===== src/rtl/exec_decode_unit_pkg.sv =====
// Shared encodings for the decode/execute slice: opcodes, funct codes, ALUOp and ALU control
// values, plus the main control decode.
package exec_decode_unit_pkg;

  localparam logic [5:0] OP_RTYPE = 6'h00;
  localparam logic [5:0] OP_J     = 6'h02;
  localparam logic [5:0] OP_BEQ   = 6'h04;
  localparam logic [5:0] OP_BNE   = 6'h05;
  localparam logic [5:0] OP_ADDI  = 6'h08;
  localparam logic [5:0] OP_LW    = 6'h23;
  localparam logic [5:0] OP_SW    = 6'h2B;

  localparam logic [5:0] FUNCT_ADD = 6'h20;
  localparam logic [5:0] FUNCT_SUB = 6'h22;
  localparam logic [5:0] FUNCT_AND = 6'h24;
  localparam logic [5:0] FUNCT_OR  = 6'h25;
  localparam logic [5:0] FUNCT_NOR = 6'h27;
  localparam logic [5:0] FUNCT_SLT = 6'h2A;

  localparam logic [1:0] ALUOP_ADD   = 2'b00;
  localparam logic [1:0] ALUOP_SUB   = 2'b01;
  localparam logic [1:0] ALUOP_FUNCT = 2'b10;

  localparam logic [3:0] ALU_AND = 4'b0000;
  localparam logic [3:0] ALU_OR  = 4'b0001;
  localparam logic [3:0] ALU_ADD = 4'b0010;
  localparam logic [3:0] ALU_SUB = 4'b0110;
  localparam logic [3:0] ALU_SLT = 4'b0111;
  localparam logic [3:0] ALU_NOR = 4'b1100;

  typedef struct packed {
    logic       jump;
    logic       branch;
    logic       bne;
    logic       mem_read;
    logic       mem_to_reg;
    logic       mem_write;
    logic       alu_src;
    logic       reg_write;
    logic       reg_dst;
    logic [1:0] alu_op;
  } ctrl_t;

  // mem_to_reg=1 selects the ALU result at write-back, 0 selects load data.
  function automatic ctrl_t decode_ctrl(input logic [5:0] op);
    ctrl_t c;
    c = '0;
    case (op)
      OP_RTYPE: begin
        c.mem_to_reg = 1'b1;
        c.reg_write  = 1'b1;
        c.reg_dst    = 1'b1;
        c.alu_op     = ALUOP_FUNCT;
      end
      OP_LW: begin
        c.mem_read  = 1'b1;
        c.alu_src   = 1'b1;
        c.reg_write = 1'b1;
      end
      OP_SW: begin
        c.mem_write = 1'b1;
        c.alu_src   = 1'b1;
      end
      OP_BEQ: begin
        c.branch = 1'b1;
        c.alu_op = ALUOP_SUB;
      end
      OP_BNE: begin
        c.bne    = 1'b1;
        c.alu_op = ALUOP_SUB;
      end
      OP_J: c.jump = 1'b1;
      OP_ADDI: begin
        c.mem_to_reg = 1'b1;
        c.alu_src    = 1'b1;
        c.reg_write  = 1'b1;
      end
      default: c = '0;
    endcase
    return c;
  endfunction

endpackage


===== src/rtl/exec_decode_unit_if.sv =====
// Instruction/operand inputs and registered control/result outputs of the decode/execute slice.
interface exec_decode_unit_if #(
  parameter int unsigned WIDTH = 32
);
  logic [31:0]      instr;
  logic [WIDTH-1:0] rs_data;
  logic [WIDTH-1:0] rt_data;

  logic             jump;
  logic             branch;
  logic             bne;
  logic             mem_read;
  logic             mem_to_reg;
  logic             mem_write;
  logic             alu_src;
  logic             reg_write;
  logic             reg_dst;
  logic [1:0]       alu_op;
  logic [3:0]       alu_ctrl;
  logic [WIDTH-1:0] result;
  logic             zero;

  modport master (
    output instr, rs_data, rt_data,
    input  jump, branch, bne, mem_read, mem_to_reg, mem_write, alu_src, reg_write, reg_dst,
    input  alu_op, alu_ctrl, result, zero
  );

  modport slave (
    input  instr, rs_data, rt_data,
    output jump, branch, bne, mem_read, mem_to_reg, mem_write, alu_src, reg_write, reg_dst,
    output alu_op, alu_ctrl, result, zero
  );
endinterface


===== src/rtl/exec_decode_unit_alu_core.sv =====
// Combinational ALU: applies a 4-bit ALU control code to operands a and b.
module alu_core
  import exec_decode_unit_pkg::*;
#(
  parameter int unsigned WIDTH = 32
) (
  input  logic [3:0]       i_alu_ctrl,
  input  logic [WIDTH-1:0] i_a,
  input  logic [WIDTH-1:0] i_b,
  output logic [WIDTH-1:0] o_result
);

  logic w_lt;
  assign w_lt = $signed(i_a) < $signed(i_b);

  always_comb begin
    o_result = '0;
    case (i_alu_ctrl)
      ALU_AND: o_result = i_a & i_b;
      ALU_OR:  o_result = i_a | i_b;
      ALU_ADD: o_result = i_a + i_b;
      ALU_SUB: o_result = i_a - i_b;
      ALU_SLT: o_result = {{(WIDTH-1){1'b0}}, w_lt};
      ALU_NOR: o_result = ~(i_a | i_b);
      default: o_result = '0;
    endcase
  end

endmodule


===== src/rtl/exec_decode_unit.sv =====
// Decode-and-execute slice: control decode, ALU-control mapping, ALU, one output register stage.
module exec_decode_unit
  import exec_decode_unit_pkg::*;
#(
  parameter int unsigned WIDTH = 32
) (
  input  logic                clk,
  input  logic                rst_n,
  exec_decode_unit_if.slave   bus
);

  ctrl_t            w_ctrl;
  logic [3:0]       w_alu_ctrl;
  logic [WIDTH-1:0] w_imm_ext;
  logic [WIDTH-1:0] w_b;
  logic [WIDTH-1:0] w_result;

  ctrl_t            r_ctrl;
  logic [3:0]       r_alu_ctrl;
  logic [WIDTH-1:0] r_result;
  logic             r_zero;

  assign w_ctrl = decode_ctrl(bus.instr[31:26]);

  always_comb begin
    w_alu_ctrl = ALU_ADD;
    case (w_ctrl.alu_op)
      ALUOP_ADD: w_alu_ctrl = ALU_ADD;
      ALUOP_SUB: w_alu_ctrl = ALU_SUB;
      ALUOP_FUNCT: begin
        case (bus.instr[5:0])
          FUNCT_ADD: w_alu_ctrl = ALU_ADD;
          FUNCT_SUB: w_alu_ctrl = ALU_SUB;
          FUNCT_AND: w_alu_ctrl = ALU_AND;
          FUNCT_OR:  w_alu_ctrl = ALU_OR;
          FUNCT_NOR: w_alu_ctrl = ALU_NOR;
          FUNCT_SLT: w_alu_ctrl = ALU_SLT;
          default:   w_alu_ctrl = ALU_ADD;
        endcase
      end
      default: w_alu_ctrl = ALU_ADD;
    endcase
  end

  assign w_imm_ext = {{(WIDTH-16){bus.instr[15]}}, bus.instr[15:0]};
  assign w_b       = w_ctrl.alu_src ? w_imm_ext : bus.rt_data;

  alu_core #(
    .WIDTH (WIDTH)
  ) u_alu_core (
    .i_alu_ctrl (w_alu_ctrl),
    .i_a        (bus.rs_data),
    .i_b        (w_b),
    .o_result   (w_result)
  );

  always_ff @(posedge clk or negedge rst_n) begin
    if (!rst_n) begin
      r_ctrl     <= '0;
      r_alu_ctrl <= '0;
      r_result   <= '0;
      r_zero     <= 1'b0;
    end else begin
      r_ctrl     <= w_ctrl;
      r_alu_ctrl <= w_alu_ctrl;
      r_result   <= w_result;
      r_zero     <= (w_result == '0);
    end
  end

  assign bus.jump       = r_ctrl.jump;
  assign bus.branch     = r_ctrl.branch;
  assign bus.bne        = r_ctrl.bne;
  assign bus.mem_read   = r_ctrl.mem_read;
  assign bus.mem_to_reg = r_ctrl.mem_to_reg;
  assign bus.mem_write  = r_ctrl.mem_write;
  assign bus.alu_src    = r_ctrl.alu_src;
  assign bus.reg_write  = r_ctrl.reg_write;
  assign bus.reg_dst    = r_ctrl.reg_dst;
  assign bus.alu_op     = r_ctrl.alu_op;
  assign bus.alu_ctrl   = r_alu_ctrl;
  assign bus.result     = r_result;
  assign bus.zero       = r_zero;

endmodule


===== src/flat_wrapper.sv =====
// flat-port wrapper written by rule: the top's interface ports become plain ports
module exec_decode_unit_flat import exec_decode_unit_pkg::*;
#(
  parameter int unsigned WIDTH = 32
)
  (clk, rst_n, bus_instr, bus_rs_data, bus_rt_data, bus_jump, bus_branch, bus_bne, bus_mem_read, bus_mem_to_reg, bus_mem_write, bus_alu_src, bus_reg_write, bus_reg_dst, bus_alu_op, bus_alu_ctrl, bus_result, bus_zero);
  exec_decode_unit_if #(.WIDTH(WIDTH)) bus_i ();
  input  logic clk;
  input  logic rst_n;
  input wire logic [$bits(bus_i.instr)-1:0] bus_instr;
  input wire logic [$bits(bus_i.rs_data)-1:0] bus_rs_data;
  input wire logic [$bits(bus_i.rt_data)-1:0] bus_rt_data;
  output wire logic [$bits(bus_i.jump)-1:0] bus_jump;
  output wire logic [$bits(bus_i.branch)-1:0] bus_branch;
  output wire logic [$bits(bus_i.bne)-1:0] bus_bne;
  output wire logic [$bits(bus_i.mem_read)-1:0] bus_mem_read;
  output wire logic [$bits(bus_i.mem_to_reg)-1:0] bus_mem_to_reg;
  output wire logic [$bits(bus_i.mem_write)-1:0] bus_mem_write;
  output wire logic [$bits(bus_i.alu_src)-1:0] bus_alu_src;
  output wire logic [$bits(bus_i.reg_write)-1:0] bus_reg_write;
  output wire logic [$bits(bus_i.reg_dst)-1:0] bus_reg_dst;
  output wire logic [$bits(bus_i.alu_op)-1:0] bus_alu_op;
  output wire logic [$bits(bus_i.alu_ctrl)-1:0] bus_alu_ctrl;
  output wire logic [$bits(bus_i.result)-1:0] bus_result;
  output wire logic [$bits(bus_i.zero)-1:0] bus_zero;
  assign bus_i.instr = bus_instr;
  assign bus_i.rs_data = bus_rs_data;
  assign bus_i.rt_data = bus_rt_data;
  assign bus_jump = bus_i.jump;
  assign bus_branch = bus_i.branch;
  assign bus_bne = bus_i.bne;
  assign bus_mem_read = bus_i.mem_read;
  assign bus_mem_to_reg = bus_i.mem_to_reg;
  assign bus_mem_write = bus_i.mem_write;
  assign bus_alu_src = bus_i.alu_src;
  assign bus_reg_write = bus_i.reg_write;
  assign bus_reg_dst = bus_i.reg_dst;
  assign bus_alu_op = bus_i.alu_op;
  assign bus_alu_ctrl = bus_i.alu_ctrl;
  assign bus_result = bus_i.result;
  assign bus_zero = bus_i.zero;
  exec_decode_unit #(.WIDTH(WIDTH)) u_core (.clk(clk), .rst_n(rst_n), .bus(bus_i));
endmodule

===== config.mk =====
export PLATFORM = sky130hd
export DESIGN_NAME = exec_decode_unit_flat
export DESIGN_NICKNAME = d
export VERILOG_FILES = /design/src/rtl/exec_decode_unit_pkg.sv /design/src/rtl/exec_decode_unit_if.sv /design/src/rtl/exec_decode_unit_alu_core.sv /design/src/rtl/exec_decode_unit.sv /design/src/flat_wrapper.sv
export SDC_FILE = /design/constraint.sdc
export NUM_CORES = 1
export LEC_CHECK = 0
export CAP_MARGIN = 30
export CELL_PAD_IN_SITES_DETAIL_PLACEMENT = 1
export CELL_PAD_IN_SITES_GLOBAL_PLACEMENT = 1
export CORE_UTILIZATION = 41
export DETAILED_ROUTE_END_ITERATION = 8
export PLACE_DENSITY_LB_ADDON = 0.1
export SLEW_MARGIN = 40
export SYNTH_ARGS = -nofsm -noshare
export SYNTH_HDL_FRONTEND = slang
export SYNTH_SLANG_ARGS = --single-unit

===== constraint.sdc =====
create_clock -name clk -period 1 [get_ports clk]
set_clock_uncertainty 0.15 [all_clocks]
set_input_delay 0.15 -clock clk [delete_from_list [all_inputs] [get_ports clk]]
set_output_delay 0.15 -clock clk [all_outputs]
set_load 0.02 [all_outputs]

==> results.ini, run 1 <==
[place]
dp_hpwl_mm = 38.3
portBuffers = 135
gp_congestion = 1.03

[logic_synthesis]
yosys_warnings = 0
ys_seq_area_share_pct = 16.5
synthesis.area_um2 = 7280
syn-num-nets = 1218
syn_inst = 1011
ys.flop_type = dfrtp_1
async_reset_ff_share_pct = 100
ys_ff_latch = 48
synth_edf_count = 0
avgSynthCellArea_um2 = 7.20
ys_types = 81

[floorplanning]
num_io_pins = 146
placementRows = 48
fp.dieW_um = 135
die_y_um = 135
initial_core_util_pct = 42.1

[outcome]
stop_error = [ERROR DPL-0033] detailed placement checks failed during check placement.
lastStage = detailed placement (3_5_place_dp)
status = did not finish

cells by family after synthesis:
| kind of cell | count (synthesis) | share of synthesized area (%) |
|---|---|---|
| mux | 6 | 0.825 |
| buf+inv | 156 | 8.48 |
| fa+ha+maj | 109 | 18.9 |
| flops | 48 | 16.5 |
| compound gates | 326 | 31.4 |
| simple gates | 366 | 23.8 |
cell usage after synthesis, types with 8 or more instances:
library cell / number / share of area, %
a2111oi_0: 8 / 0.96
a211oi_1: 8 / 0.83
a21o_1: 11 / 1.1
a21oi_1: 65 / 4.5
a221o_1: 9 / 1.2
a221oi_1: 13 / 1.6
a22o_1: 10 / 1.2
a22oi_1: 16 / 1.7
a31oi_1: 8 / 0.69
and2_1: 9 / 0.77
buf_2: 10 / 0.69
clkbuf_1: 34 / 1.8
dfrtp_1: 48 / 17
ha_1: 107 / 18
inv_1: 102 / 5.3
nand2_1: 149 / 7.7
nand2b_1: 11 / 0.95
nand3_1: 23 / 1.6
nand4_1: 10 / 0.86
nor2_1: 74 / 3.8
nor2b_1: 12 / 1.0
nor3_1: 18 / 1.2
nor4_1: 14 / 1.2
o211ai_1: 12 / 1.2
o21ai_0: 63 / 4.3
o21bai_1: 8 / 0.83
o31ai_1: 14 / 1.4
or3_1: 8 / 0.69
metrics by stage:
stage / TNS [ns] / area, um^2
2_1_floorplan: -75.43 / 7810
3_3_place_gp: -127.67 / 12100
==> inputs of run 2 (changes only) <==
CELL_PAD_IN_SITES_DETAIL_PLACEMENT = unset   (was 1)
CELL_PAD_IN_SITES_GLOBAL_PLACEMENT = unset   (was 1)
CORE_UTILIZATION = 35   (was 41)
PLACE_DENSITY_LB_ADDON = 0.15   (was 0.1)
==> results.ini, run 2 <==
[power]
switching_power_w = 0.00537
pwr-share-clk_pct = 14.3
combPwrFrac_pct = 67.9
swShare_pct = 40.6
cellPowerDensity_nw_per_um2 = 879
power_w = 0.0132
pwr-share-seq_pct = 17.8
ir_drop_v = 0.000596
p_leak_nw = 7.11
intPower_w = 0.00786

[logic_synthesis]
avgSynthCellArea_um2 = 7.20
syn_inst = 1011
syn-num-nets = 1218
ys_ff_latch = 48
ys.flop_type = dfrtp_1
yosysMostFrequentCell = nand2_1
synth_top_area_share_pct = 18.4
ys_types = 81
yosysTopAreaCell = ha_1
yosys_warnings = 0
synth_common_cells = nand2_1, ha_1, inv_1
synthesis.area_um2 = 7280
async_reset_ff_share_pct = 100
synth_edf_count = 0
ys_seq_area_share_pct = 16.5
yosys-top-cells-area = ha_1, dfrtp_1, nand2_1, inv_1, a21oi_1

[global_route]
grt_pass1_vias = 10100
grt_max_degree = 49
antenna_found_initial = 0
track_usage_pct = 31.7
grt_pass1_wl_mm = 53.7
grt-ovfl-total = 0

[floorplanning]
initial_core_util_pct = 35.8
die_area_um2 = 21400
fp.dieW_um = 146
placementRows = 52
fp.coreArea_um2 = 20300
num_io_pins = 146
die_y_um = 146

[timing]
tightest_slew_ns = 0.772
finalSetupViolCount = 88
min_period_ns = 4.53
hold_slack_ns = -0.0288
fin_ws_ns = -3.53
slew_violations = 0
fin_crit_sh_pct = 453
rsz0062_at_grt = true
tns_ns = -90.67
final_hold_viol_count = 1
slew_headroom_pct = 48.2
max_freq_mhz = 221

[flow_run]
maxCapViolCount = 0

[layout]
final_common_cell = buf_4
final_area_um2 = 15100
area_growth_syn_to_layout_pct = 107
diodes = 0
multi_input_area_um2 = 7350
seqCellArea_um2 = 1200
fin_nets = 1801
nFillCells = 1529
largest_reg_flops = 32
final_cell_mix = buf_4, buf_6, nand2_1, inv_1, clkdlybuf4s50_1
final_cells = 1865
drive_gt1_share_pct = 52.3

[worst_setup_path]
endpoint_kind = flip-flop
critPathMaxStageDelay_ns = 0.52
setup.worst_path.start_class = input pin
arrival_ns = 4.64
crit_fanout = 4
crit_type = input pin to flip-flop
required_ns = 1.11
worstPathCellList = buf_4 -> and3_4 -> o21ai_4 -> buf_6 -> buf_12 -> nand2_4 -> nand2_4 -> buf_6 -> ha_4 -> inv_4 -> fa_2 -> nor2b_4 -> o211ai_1 -> a211o_1 -> a211oi_2 -> o31a_1 -> a41oi_2 -> mux2i_1 -> nand3_1 -> or4b_1 -> or4_4 -> and3b_1
crit_slowest_cell = or4b_1

[place]
portBuffers = 135
gp_congestion = 0.987
place_ws_ns = -4.40
dp.cells = 1745
dpl-instance-area_um2 = 12100
dp_hpwl_mm = 25.5

[detailed_routing]
ant_nets = 0
dr.pass1.iters = 5
viasPerCell = 5.51
wl_per_cell_um = 19.3
drc = 0
dr.first_iter.drc_count = 672
vias = 10300
wl_mm = 36.1

[clock_network]
numCtsBuffers = 5
cts-root-buf = clkbuf_16
htree_levels = 2
path_clk_slew_ns = 0.08
clockBufferDepth = 2
postCtsHoldBufs = 2
numClockSinks = 48
cts_tree = built

[outcome]
failed_checks = hold timing, setup timing
status = complete, but fails checks

[hold_path]
hp-class = input pin to flip-flop

==> run 2: cell counts after synthesis <==
Identical to the previous run, type by type.
==> run 2: cells by family after synthesis <==
group	count (synthesis)	synth area share [%]
AO/OA/AOI/OAI	326	31.4
AND/OR/NAND/NOR	366	23.8
adder cells (fa/ha/maj)	109	18.9
buffers and inverters	156	8.48
multiplexers	6	0.825
flip-flops	48	16.5
==> run 2: final cells by class <==
type,instances,share of cell area [%]
inverters,106,2.80
multi-input cells,808,48.8
repair buffers,625,37.1
flip-flops and latches,48,7.98
clock inverters,2,0.0914
well taps,270,2.24
clock buffers,6,0.923
==> run 2: metrics by stage <==
| stage | hold WS (ns) | util [%] |
|---|---|---|
| 6_report | -0.0288 | 74.1 |
| 3_5_place_dp | 0.0178 | 59.5 |
| 2_1_floorplan | -0.296 | - |
| 5_1_grt | -0.0269 | 74.1 |
| 4_1_cts | -0.0338 | 68.1 |
| 3_3_place_gp | 0.0142 | 59.5 |
==> run 2: metal layers <==
| metal | up-vias | wire length [um] | track usage, % | part of all wire [%] |
|---|---|---|---|---|
| met4 | 0 | 1470 | 11.5 | 4.1 |
| met1 | 4899 | 14800 | 40.9 | 41 |
| met5 | - | 0 | 0 | 0 |
| met3 | 116 | 2340 | 3.66 | 6.5 |
| met2 | 448 | 17500 | 54.2 | 48 |
| li1 | 4822 | - | - | - |
==> run 2: repair_timing <==
action,CTS,global route
gates cloned,2,1
setup endpoints to repair,96,90
gates resized for setup,521,216
hold endpoints to repair,50,1
pin swaps,90,117
setup buffers,77,59
==> run 2: power by group through the flow <==
stage | sequential [W] | clock, W | combinational, W
2_1_floorplan | 0.00268 | 0 | 0.00280
3_3_place_gp | 0.00233 | 0 | 0.00680
3_5_place_dp | 0.00233 | 0 | 0.00682
4_1_cts | 0.00235 | 0.00192 | 0.00791
5_1_grt | 0.00237 | 0.00198 | 0.00951
6_report | 0.00235 | 0.00189 | 0.00898
==> run 2: worst max-delay path, delay by kind of cell <==
kind	cells	cell delay, ns
AND/OR/NAND/NOR	8	1.72
multiplexers	1	0.19
adder cells (fa/ha/maj)	2	0.53
AO/OA/AOI/OAI	6	1.52
buffers and inverters	5	0.51
==> run 2: final timing paths <==
check	from	to	slack (ns)	cells after the start
min in group asynchronous	rst_n	u_core.bus.branch$_DFF_PN0_	0.22	3
min	bus_instr[30]	u_core.bus.alu_op[0]$_DFF_PN0_	-0.03	3
max in group asynchronous	rst_n	u_core.bus.result[23]$_DFF_PN0_	0.23	3
max	bus_instr[27]	u_core.bus.zero$_DFF_PN0_	-3.53	22
(Power assumes the default switching activity.)
